`src/rtl/bcd_digit_counter.sv`:
```
// bcd_digit_counter: debounced up/down buttons plus an optional 1 Hz-style
// auto-count drive a single registered BCD digit (A = MSB .. D = LSB).
// carry/borrow pulse for one cycle on the 9->0 / 0->9 wraps so that a
// further digit can be cascaded.
module bcd_digit_counter #(
    parameter int DB_CYCLES   = 120000,
    parameter int TICK_CYCLES = 12000000
) (
    input  logic clk,
    input  logic rst,
    input  logic btn_up,
    input  logic btn_dn,
    input  logic auto_en,
    output logic A,
    output logic B,
    output logic C,
    output logic D,
    output logic carry,
    output logic borrow
);

    localparam int DB_W = (DB_CYCLES > 2) ? $clog2(DB_CYCLES) : 1;
    localparam int TK_W = (TICK_CYCLES > 2) ? $clog2(TICK_CYCLES) : 1;
    localparam logic [DB_W-1:0] DB_LAST = DB_W'(DB_CYCLES - 1);
    localparam logic [TK_W-1:0] TK_LAST = TK_W'(TICK_CYCLES - 1);

    // index 0 = up button, index 1 = down button
    logic [1:0]      btn_raw;
    logic [1:0]      btn_s1;
    logic [1:0]      btn_s2;
    logic [1:0]      stable;
    logic [1:0]      stable_q;
    logic [DB_W-1:0] db_cnt [2];

    logic            auto_s1;
    logic            auto_s2;
    logic [TK_W-1:0] pre;
    logic            tick;

    logic            up_event;
    logic            dn_event;
    logic            inc;
    logic            dec;
    logic [3:0]      digit;

    assign btn_raw = {btn_dn, btn_up};

    // Two-flop synchronizers for both buttons and the auto-count enable
    always_ff @(posedge clk or posedge rst) begin
        if (rst) begin
            btn_s1  <= '0;
            btn_s2  <= '0;
            auto_s1 <= 1'b0;
            auto_s2 <= 1'b0;
        end else begin
            btn_s1  <= btn_raw;
            btn_s2  <= btn_s1;
            auto_s1 <= auto_en;
            auto_s2 <= auto_s1;
        end
    end

    // Debounce: accept a new level only after DB_CYCLES consecutive samples
    always_ff @(posedge clk or posedge rst) begin
        if (rst) begin
            stable <= '0;
            for (int unsigned i = 0; i < 2; i++) begin
                db_cnt[i] <= '0;
            end
        end else begin
            for (int unsigned i = 0; i < 2; i++) begin
                if (btn_s2[i] == stable[i]) begin
                    db_cnt[i] <= '0;
                end else if (db_cnt[i] == DB_LAST) begin
                    stable[i] <= btn_s2[i];
                    db_cnt[i] <= '0;
                end else begin
                    db_cnt[i] <= db_cnt[i] + 1'b1;
                end
            end
        end
    end

    // Delayed copy of the debounced levels for rising-edge detection
    always_ff @(posedge clk or posedge rst) begin
        if (rst) begin
            stable_q <= '0;
        end else begin
            stable_q <= stable;
        end
    end

    assign up_event = stable[0] & ~stable_q[0];
    assign dn_event = stable[1] & ~stable_q[1];

    // Auto-count prescaler; held at zero while the synced enable is low
    always_ff @(posedge clk or posedge rst) begin
        if (rst) begin
            pre <= '0;
        end else if (!auto_s2) begin
            pre <= '0;
        end else if (pre == TK_LAST) begin
            pre <= '0;
        end else begin
            pre <= pre + 1'b1;
        end
    end

    assign tick = auto_s2 && (pre == TK_LAST);
    assign inc  = up_event | tick;
    assign dec  = dn_event;

    // BCD digit with registered single-cycle carry/borrow on wrap
    always_ff @(posedge clk or posedge rst) begin
        if (rst) begin
            digit  <= '0;
            carry  <= 1'b0;
            borrow <= 1'b0;
        end else begin
            carry  <= 1'b0;
            borrow <= 1'b0;
            if (inc && !dec) begin
                if (digit == 4'd9) begin
                    digit <= '0;
                    carry <= 1'b1;
                end else begin
                    digit <= digit + 4'd1;
                end
            end else if (dec && !inc) begin
                if (digit == 4'd0) begin
                    digit  <= 4'd9;
                    borrow <= 1'b1;
                end else begin
                    digit <= digit - 4'd1;
                end
            end
        end
    end

    assign A = digit[3];
    assign B = digit[2];
    assign C = digit[1];
    assign D = digit[0];

endmodule

```
`config.mk`:
```
export PLATFORM = sky130hd
export DESIGN_NAME = bcd_digit_counter
export DESIGN_NICKNAME = d
export VERILOG_FILES = /design/src/rtl/bcd_digit_counter.sv
export SDC_FILE = /design/constraint.sdc
export NUM_CORES = 1
export LEC_CHECK = 0
export CAP_MARGIN = 20
export CORE_MARGIN = 2
export CORE_UTILIZATION = 61
export DETAILED_ROUTE_END_ITERATION = 8
export PLACE_DENSITY = 0.79
export SLEW_MARGIN = 20
export SYNTH_ARGS = -nofsm -noshare
export SYNTH_HDL_FRONTEND = slang
export SYNTH_SLANG_ARGS = --single-unit
```
`constraint.sdc`:
```
create_clock -name clk -period 3.6 [get_ports clk]
set_input_delay 0.54 -clock clk [delete_from_list [all_inputs] [get_ports clk]]
set_output_delay 0.54 -clock clk [all_outputs]
set_load 0.05 [all_outputs]
```
==> results of run 1 <==
==> Yosys cell counts (2+ instances only) <==
| library cell | n |
|---|---|
| nor4_1 | 10 |
| and3_1 | 7 |
| nor4b_1 | 2 |
| nand2_1 | 21 |
| nand2b_1 | 3 |
| o31ai_1 | 7 |
| xnor2_1 | 23 |
| or3_1 | 9 |
| dfrtp_1 | 74 |
| mux2_2 | 2 |
| and4_1 | 3 |
| nand3b_1 | 3 |
| buf_4 | 2 |
| nor2_1 | 49 |
| clkbuf_1 | 8 |
| nand3_1 | 23 |
| and2_1 | 5 |
| or4_4 | 2 |
| inv_1 | 15 |
| nor2b_1 | 2 |
| ha_1 | 5 |
| a21oi_1 | 15 |
| xor2_1 | 18 |
| or4_1 | 5 |
| o21ai_0 | 12 |
| nand4_1 | 15 |
| nor3_1 | 10 |
==> per-layer routing <==
layer	vias up	GRT usage (%)	wire length (um)
met4	0	9.00	86
met1	1347	31.3	3180
met2	44	36.1	3210
met5	-	0	0
li1	1335	-	-
met3	10	4.07	213
==> how the worst max path moves through the flow <==
stage / endpoint / cells past startpoint / slack, ns / start
2_1_floorplan: digit[1] / 11 / 0.96 / pre[0]
3_3_place_gp: digit[1] / 10 / 0.86 / pre[0]
3_5_place_dp: digit[1] / 10 / 0.73 / pre[0]
4_1_cts: digit[1] / 10 / 0.71 / pre[0]
5_1_grt: digit[1] / 10 / 0.40 / pre[0]
6_report: digit[2] / 10 / 0.70 / pre[0]
==> worst max-delay path: cells and delay by family (launching register included) <==
kind / cells / cell delay, ns
adder cells (fa/ha/maj): 2 / 0.58
flip-flops: 1 / 0.39
AO/OA/AOI/OAI: 3 / 0.45
AND/OR/NAND/NOR: 5 / 1.34
==> where the power goes <==
part | leakage (uW) | internal [uW] | switching, uW
Clock | 0.000121 | 482 | 305
Combinational | 0.000566 | 16.9 | 35.6
Sequential | 0.00101 | 842 | 10.3
==> state kept, by name, indices dropped and copies added, names as in the netlist <==
signal / cells
borrow: 1
digit: 4
auto_s1: 1
db_cnt: 34
stable: 2
auto_s2: 1
btn_s2: 2
carry: 1
btn_s1: 2
pre: 24
stable_q: 2
==> cells by family (layout without fill, tap and decap cells) <==
group,Yosys count,in the layout,share of synthesized area [%]
XOR/XNOR,41,41,9.76
flip-flops,74,74,50.3
adder cells (fa/ha/maj),5,5,1.70
multiplexers,3,3,0.884
buffers and inverters,27,45,3.20
AO/OA/AOI/OAI,45,45,7.62
AND/OR/NAND/NOR,178,178,26.5
==> area by class of cell <==
type	instances	area, um2
sequential	74	1850
fill	442	1800
multi-input combinational	272	1710
clock buffer	12	145
timing repair buffer	14	130
clock inverter	4	98.8
tap	75	93.8
inverter	15	56.3
==> metrics by stage <==
| stage | hold slack, ns | instance area (um2) | power [uW] | setup WS, ns | utilization [%] |
|---|---|---|---|---|---|
| detailed placement | 0.335 | 3840 | 923 | 0.730 | 65.3 |
| global placement | 0.335 | 3840 | 920 | 0.859 | 65.3 |
| global route | 0.353 | 4090 | 1750 | 0.404 | 69.5 |
| CTS | 0.352 | 4090 | 1700 | 0.710 | 69.4 |
| floorplan | 0.331 | 3680 | 904 | 0.964 | - |
| finish | 0.351 | 4090 | 1690 | 0.701 | 69.5 |
==> results, run 1 <==
- The terminating pin of the worst hold path is btn_s2[0].
- The critical path data arrival time is 3.11 ns.
- Once the floorplan was initialized, standard cells occupied approximately 62% of the core.
- The final RePlAce weighted congestion is 0.831.
- The relative area change from synthesis to final layout is 11.2%.
- The TritonCTS clock tree is built.
- Of the available clock period, the critical path in the final layout requires 80.5%.
- The clock net in this run drives a total of 74 sinks.
- The number of placed cells counting well taps is 450.
- The TritonCTS buffer count is 9.
- The peak ir drop on the vdd network is roughly 0.00029 V.
- By area the synthesized netlist is led by dfrtp_1, xnor2_1, nor2_1.
- The most common cell after layout, fill and taps aside is dfrtp_1.
- The count of unresolved DRC violations after routing is 0.
- The number of max-cap violations is 0.
- The layout cell share with drive strength beyond 1 is 8.70%.
- On the worst path, the slowest cell contributes a delay of roughly 0.56 ns.
- The worst pin sits at a relative slew slack of between 50 and 60%.
- The flow ran to the end, and the final reports show no timing, DRC or antenna violations.
- The start point of the worst hold path is btn_s1[0].
- During placement, the flow inserted port buffers numbering 10.
- The pin count of the biggest net entering global routing is 34.
- The critical path goes through ha_1 -> nand3_1 -> or3_2 -> nor3_1 -> a21o_1 -> ha_1 -> nand3_1 -> o21a_1 -> o21ai_0 -> nand3_1.
- Along the worst path, the maximum fanout reaches 10.
- 11 I/O pins were placed.
- The post-synthesis cell area is 3680 um2.
- Among the stages of the critical path, the cell type that occurs most often is nand3_1.
- The number of global-route vias before repair was 2,561.
- The share of async-settable or async-resettable flops after synthesis is between 90% and 100%.
- In the layout the commonest cells are dfrtp_1, nor2_1, nand3_1, xnor2_1, nand2_1.
- The count of buffers added by post-CTS timing repair for setup is 0.
- The final max-slew violation count came to 0.
- The latest clock arrival within the worst-skew pair is around 0.34 ns.
- The level count of the clock H-tree is 3.
- At the worst endpoint, the required time is 3.81 ns.
- The clock arrives with 0.00490 ns of skew.
- The number of antenna diodes in the final layout is 0.
- Clock-pin slew was measured on the worst setup and hold paths at ~0.08 ns.
- The number of buffers between clock root and the deepest sink is 2.
- The count of state elements after synthesis is 74.
- The net total in the final layout is 396.
- After detailed routing, the number of vias per cell comes to 5.87.
- The final routed wirelength across all metal layers is 6.69 mm.
- CTS placed an instance of clkbuf_8 at the clock tree root.
- The post-cts gate resize count is 0.
- The initial antenna violation count was 0.
- For this block, the initial DRC count from the detailed router was about 170.
- The number of optimization iterations in the first detailed-route pass is 4.
- When the netlist entered floorplanning its net count stood at 383.
- The total number of vias is 2,736.
- The beginning of the worst register-to-register path is pre[0].
- The worst reg2reg path depth is 10.
- The setup check on the worst reg-to-reg path leaves a slack of between 0.7 and 0.8 ns.
- The capturing point of the worst reg2reg path is digit[2].
- The worst setup path category is reg2reg.
- The count of endpoints failing hold in the final timing report is 0.
- The worst setup path is launched from a flip-flop.
- During synthesis, Yosys emitted a total of 0 warnings.
- The post-layout instance count excluding filler cells is between 400 and 500.
- The top cell type by area accounts for around half of the synthesized area.
- The count of hold buffers inserted by post-cts repair is 0.
- The height of the die is 81.7 um.
- Setup violations remaining at the end of the flow were counted as 0.
- Of all cell types, the one taking the most synthesized area is dfrtp_1.
- The worst setup path is captured at a flip-flop.
- Among all stages on the critical path, the largest delay is contributed by or3_2.
- Yosys mapped a number of flops with a built-in enable equal to 0.
- The die is 81.7 um wide.
- The detailed-placement wirelength estimate is 4.62 mm.
- Setup repair after global routing left no endpoint under its margin.
- The total power per unit cell area is between 400 and 500 nW/um2.
- The total track usage is a little under a quarter.
- At the pin with the least slew margin, the transition time is 0.683 ns.
- The post-synthesis sequential area ratio is 50.3%.
- In this run the standard cell core region covers between 5000 and 6000 um2.
- The distinct cell type count of the synthesized netlist is 50.
- For this run the aggregate overflow at the end of global routing stands at 0.
- The row count is 28.
- Each instance of the synthesized netlist takes up on average between 9 and 10 um2.
- The wire length of the first global-routing pass is 11.7 mm.
- For this run, the top clock speed supported by timing is 0.345 GHz.
- The minimum clock period after layout is roughly 2.9 ns.
- The depth of the worst hold-timing path is 0.
- For this design the static power due to leakage is 0.00170 uW.
- The setup total negative slack is 0 ns.
- The worst hold path class is reg2reg.
- In this run the remaining antenna-violating nets after routing total 0.
- The die covers between 6000 and 7000 um2.
- Dividing the detail-routed wire length by the instance count gives about 14 um.
- The top flip-flop cell by instance count after synthesis is dfrtp_1.
- Counting every instance in the synthesized netlist gives 373.
No activity file was read; power rests on OpenSTA's default activity.
==> run 2, diff against run 1 <==
CORE_UTILIZATION = 55   (was 61)
PLACE_DENSITY = 0.75   (was 0.79)
clock period = 2.5 ns   (was 3.6 ns; I/O delays follow)
==> results, run 2 (synthesized netlist as in run 1, its figures left out) <==
- The run finished with clean final reports.
- Buffers inserted to repair hold after CTS numbered 0.
- In this run the clock root is driven by a clkbuf_8.
- Entering global routing, the biggest net connects 29 pins.
- STA classifies the critical path endpoint as a flip-flop.
- In the layout the commonest cells are dfrtp_1, nor2_1, nand3_1, xnor2_1, nand2_1.
- In the final design database the tool counted slightly above 400 nets.
- IR analysis of the VDD net gives a maximum drop of ~0.00039 V.
- The final routed wirelength across all metal layers is 6.90 mm.
- The tightest min-delay check is of the reg2reg type.
- Including well taps, the total number of placed cells is 461.
- The chip width is about 86 um.
- The row count is 29.
- The largest registers in the layout are db_cnt (34), pre (24), digit (4).
- The tool flagged a number of max-cap violations equal to 0.
- The post-place setup slack is 0.0299 ns.
- In this run the deepest clock path goes through 2 buffers.
- The total I/O pin count is 11.
- The filler cells instantiated in the layout total 514.
- The count of buffers added by post-CTS timing repair for setup is 0.
- After layout, the worst setup slack is 0.144 ns.
- CTS built an H-tree with a depth of 3.
- The library cell used most frequently in the layout, excluding fill and tap cells, is dfrtp_1.
- Dividing total power by cell area gives a power density of between 500 and 600 nW/um2.
- Clock-pin slew was measured on the worst setup and hold paths at 0.08 ns.
- The clock drives 74 sinks.
- After detailed routing, the average wire length per cell comes to about 14 um.
- The standby leakage power is 0.00175 uW.
- The count of buffers added on input and output ports is 10.
- The minimum clock period after layout is 2.36 ns.
- For the pin with the worst max-slew slack, the measured transition is 0.508 ns.
- The worst hold slack is roughly 0.36 ns.
- The total overflow left after global routing is 0.
- The average via count per standard cell is 5.79.
- The number of global-route vias before repair is 2,716.
- The floorplan step defined a core boundary enclosing 6420 um2.
- Total power for the finished layout comes to 2320 uW.
- At the worst endpoint, the required time is 2.72 ns.
- The TritonCTS buffer count is 9.
- The top achievable clock speed is about 0.42 GHz.
- The total track usage is 21.1%.
- The reg-to-reg setup timing slack is between 0.1 and 0.15 ns.
- The critical path data arrival time is 2.57 ns.
- STA classifies the critical path startpoint as a flip-flop.
- The number of optimization iterations in the first detailed-route pass is 4.
- Once detail routing completed, the nets flagged for antenna violations numbered 0.
- The initial antenna violation count was 0.
- Setup violations remaining at the end of the flow were counted as 0.
- The final max-slew violation count is 0.
- The routed layout has 2,764 vias.
- Excluding fillers, the count of instances in the completed layout stands at 477.
- The worst setup path is of the reg2reg kind.
- The area of the die is 7360 um2.
- The count of endpoints failing hold in the final timing report is 0.
- TritonCTS built the clock tree.
- Dividing the final minimum period by the clock period gives 94.3%.
- After detailed routing, the number of remaining DRC violations is 0.
- For the final database, setup skew stands at 0.00782 ns.
- The peak fanout along the critical path is 6.
- Routability-driven placement finished with a final weighted congestion of 0.839.
- The later pin in the worst-skew pair is clocked with a latency of 0.34 ns.
- The height of the die is 85.8 um.
- Summed over all failing endpoints, the final setup total negative slack is 0 ns.
- The initial core utilization is 57.3%.
- The first global-routing pass estimated 12.4 mm of wire.
- After legalization and detailed placement, the total HPWL measured 4.66 mm.
- The number of flip-flops under the largest register name is 34.
- The relative area change from synthesis to final layout is 13.8%.
- More flip-flops sit in one register than any other, and that register is db_cnt.
- Of the cells placed in the final design, the portion with a size suffix greater than 1 is 12.3%.
- The starting DRC count in detailed routing is 101.
- The worst relative slew slack is 66.0%.
- The final antenna diode count is 0.
run 2: changes by cell type in the layout (fill, tap and decap cells not counted), sizes merged:
| cell | delta |
|---|---|
| clkbuf | -1 |
| bufinv | -1 |
| clkinv | +1 |
| buf | +9 |
| clkinvlp | +1 |
run 2: area by class of cell:
type	instances	area [um2]	area share (%)
clock buffer	11	141	3.38
clock inverter	5	77.6	1.85
inverter	15	56.3	1.34
multi-input combinational	272	1770	42.2
sequential	74	1850	44.2
tap	77	96.3	2.30
timing repair buffer	23	198	4.72
run 2: final timing paths:
kind | start | to | cells after the start
max | pre[0] | digit[1] | 10
min | btn_s1[1] | btn_s2[1] | 0
max reg2reg | pre[0] | digit[1] | 10
min reg2reg | btn_s1[1] | btn_s2[1] | 0
max in group asynchronous | rst | stable[1] | 3
min in group asynchronous | rst | digit[1] | 2
run 2: where the power goes:
| part | switching (uW) | internal, uW | total [uW] |
|---|---|---|---|
| logic | 52.5 | 28.7 | 81.2 |
| registers | 15.3 | 1210 | 1230 |
| clock network | 426 | 586 | 1010 |
run 2: what timing repair did:
| item | CTS | global route |
|---|---|---|
| pin swaps | 0 | 3 |
| resized for setup | 3 | 7 |
| endpoints found under the setup margin | 2 | 4 |
run 2: per-stage QoR:
| step | area [um2] | utilization [%] |
|---|---|---|
| after detailed placement | 3920 | 61.0 |
| after floorplan | 3680 | - |
| after global routing | 4190 | 65.2 |
| after global placement | 3920 | 61.0 |
| after CTS | 4150 | 64.7 |
| final | 4190 | 65.2 |
run 2: critical path: stages, from the launching register on:
cell     delay, ns
dfrtp_1       0.39
ha_2          0.21
nand3_1       0.10
or3_2         0.51
nor3_4        0.16
a21o_1        0.20
ha_4          0.18
buf_4         0.15
xor2_1        0.07
o21ai_0       0.17
o31ai_1       0.09
run 2: metal layers:
layer	track usage [%]	vias up	part of all wire (%)
li1	-	1357	-
met1	28.2	1354	47
met2	34.4	43	49
met3	3.18	10	2.1
met4	8.80	0	1.7
met5	0	-	0
==> run 3, diff against run 2 <==
SKIP_LAST_GASP = 1   (was default)
==> results of run 3 <==
Final layout, timing and power as in run 2 (identical DEF).
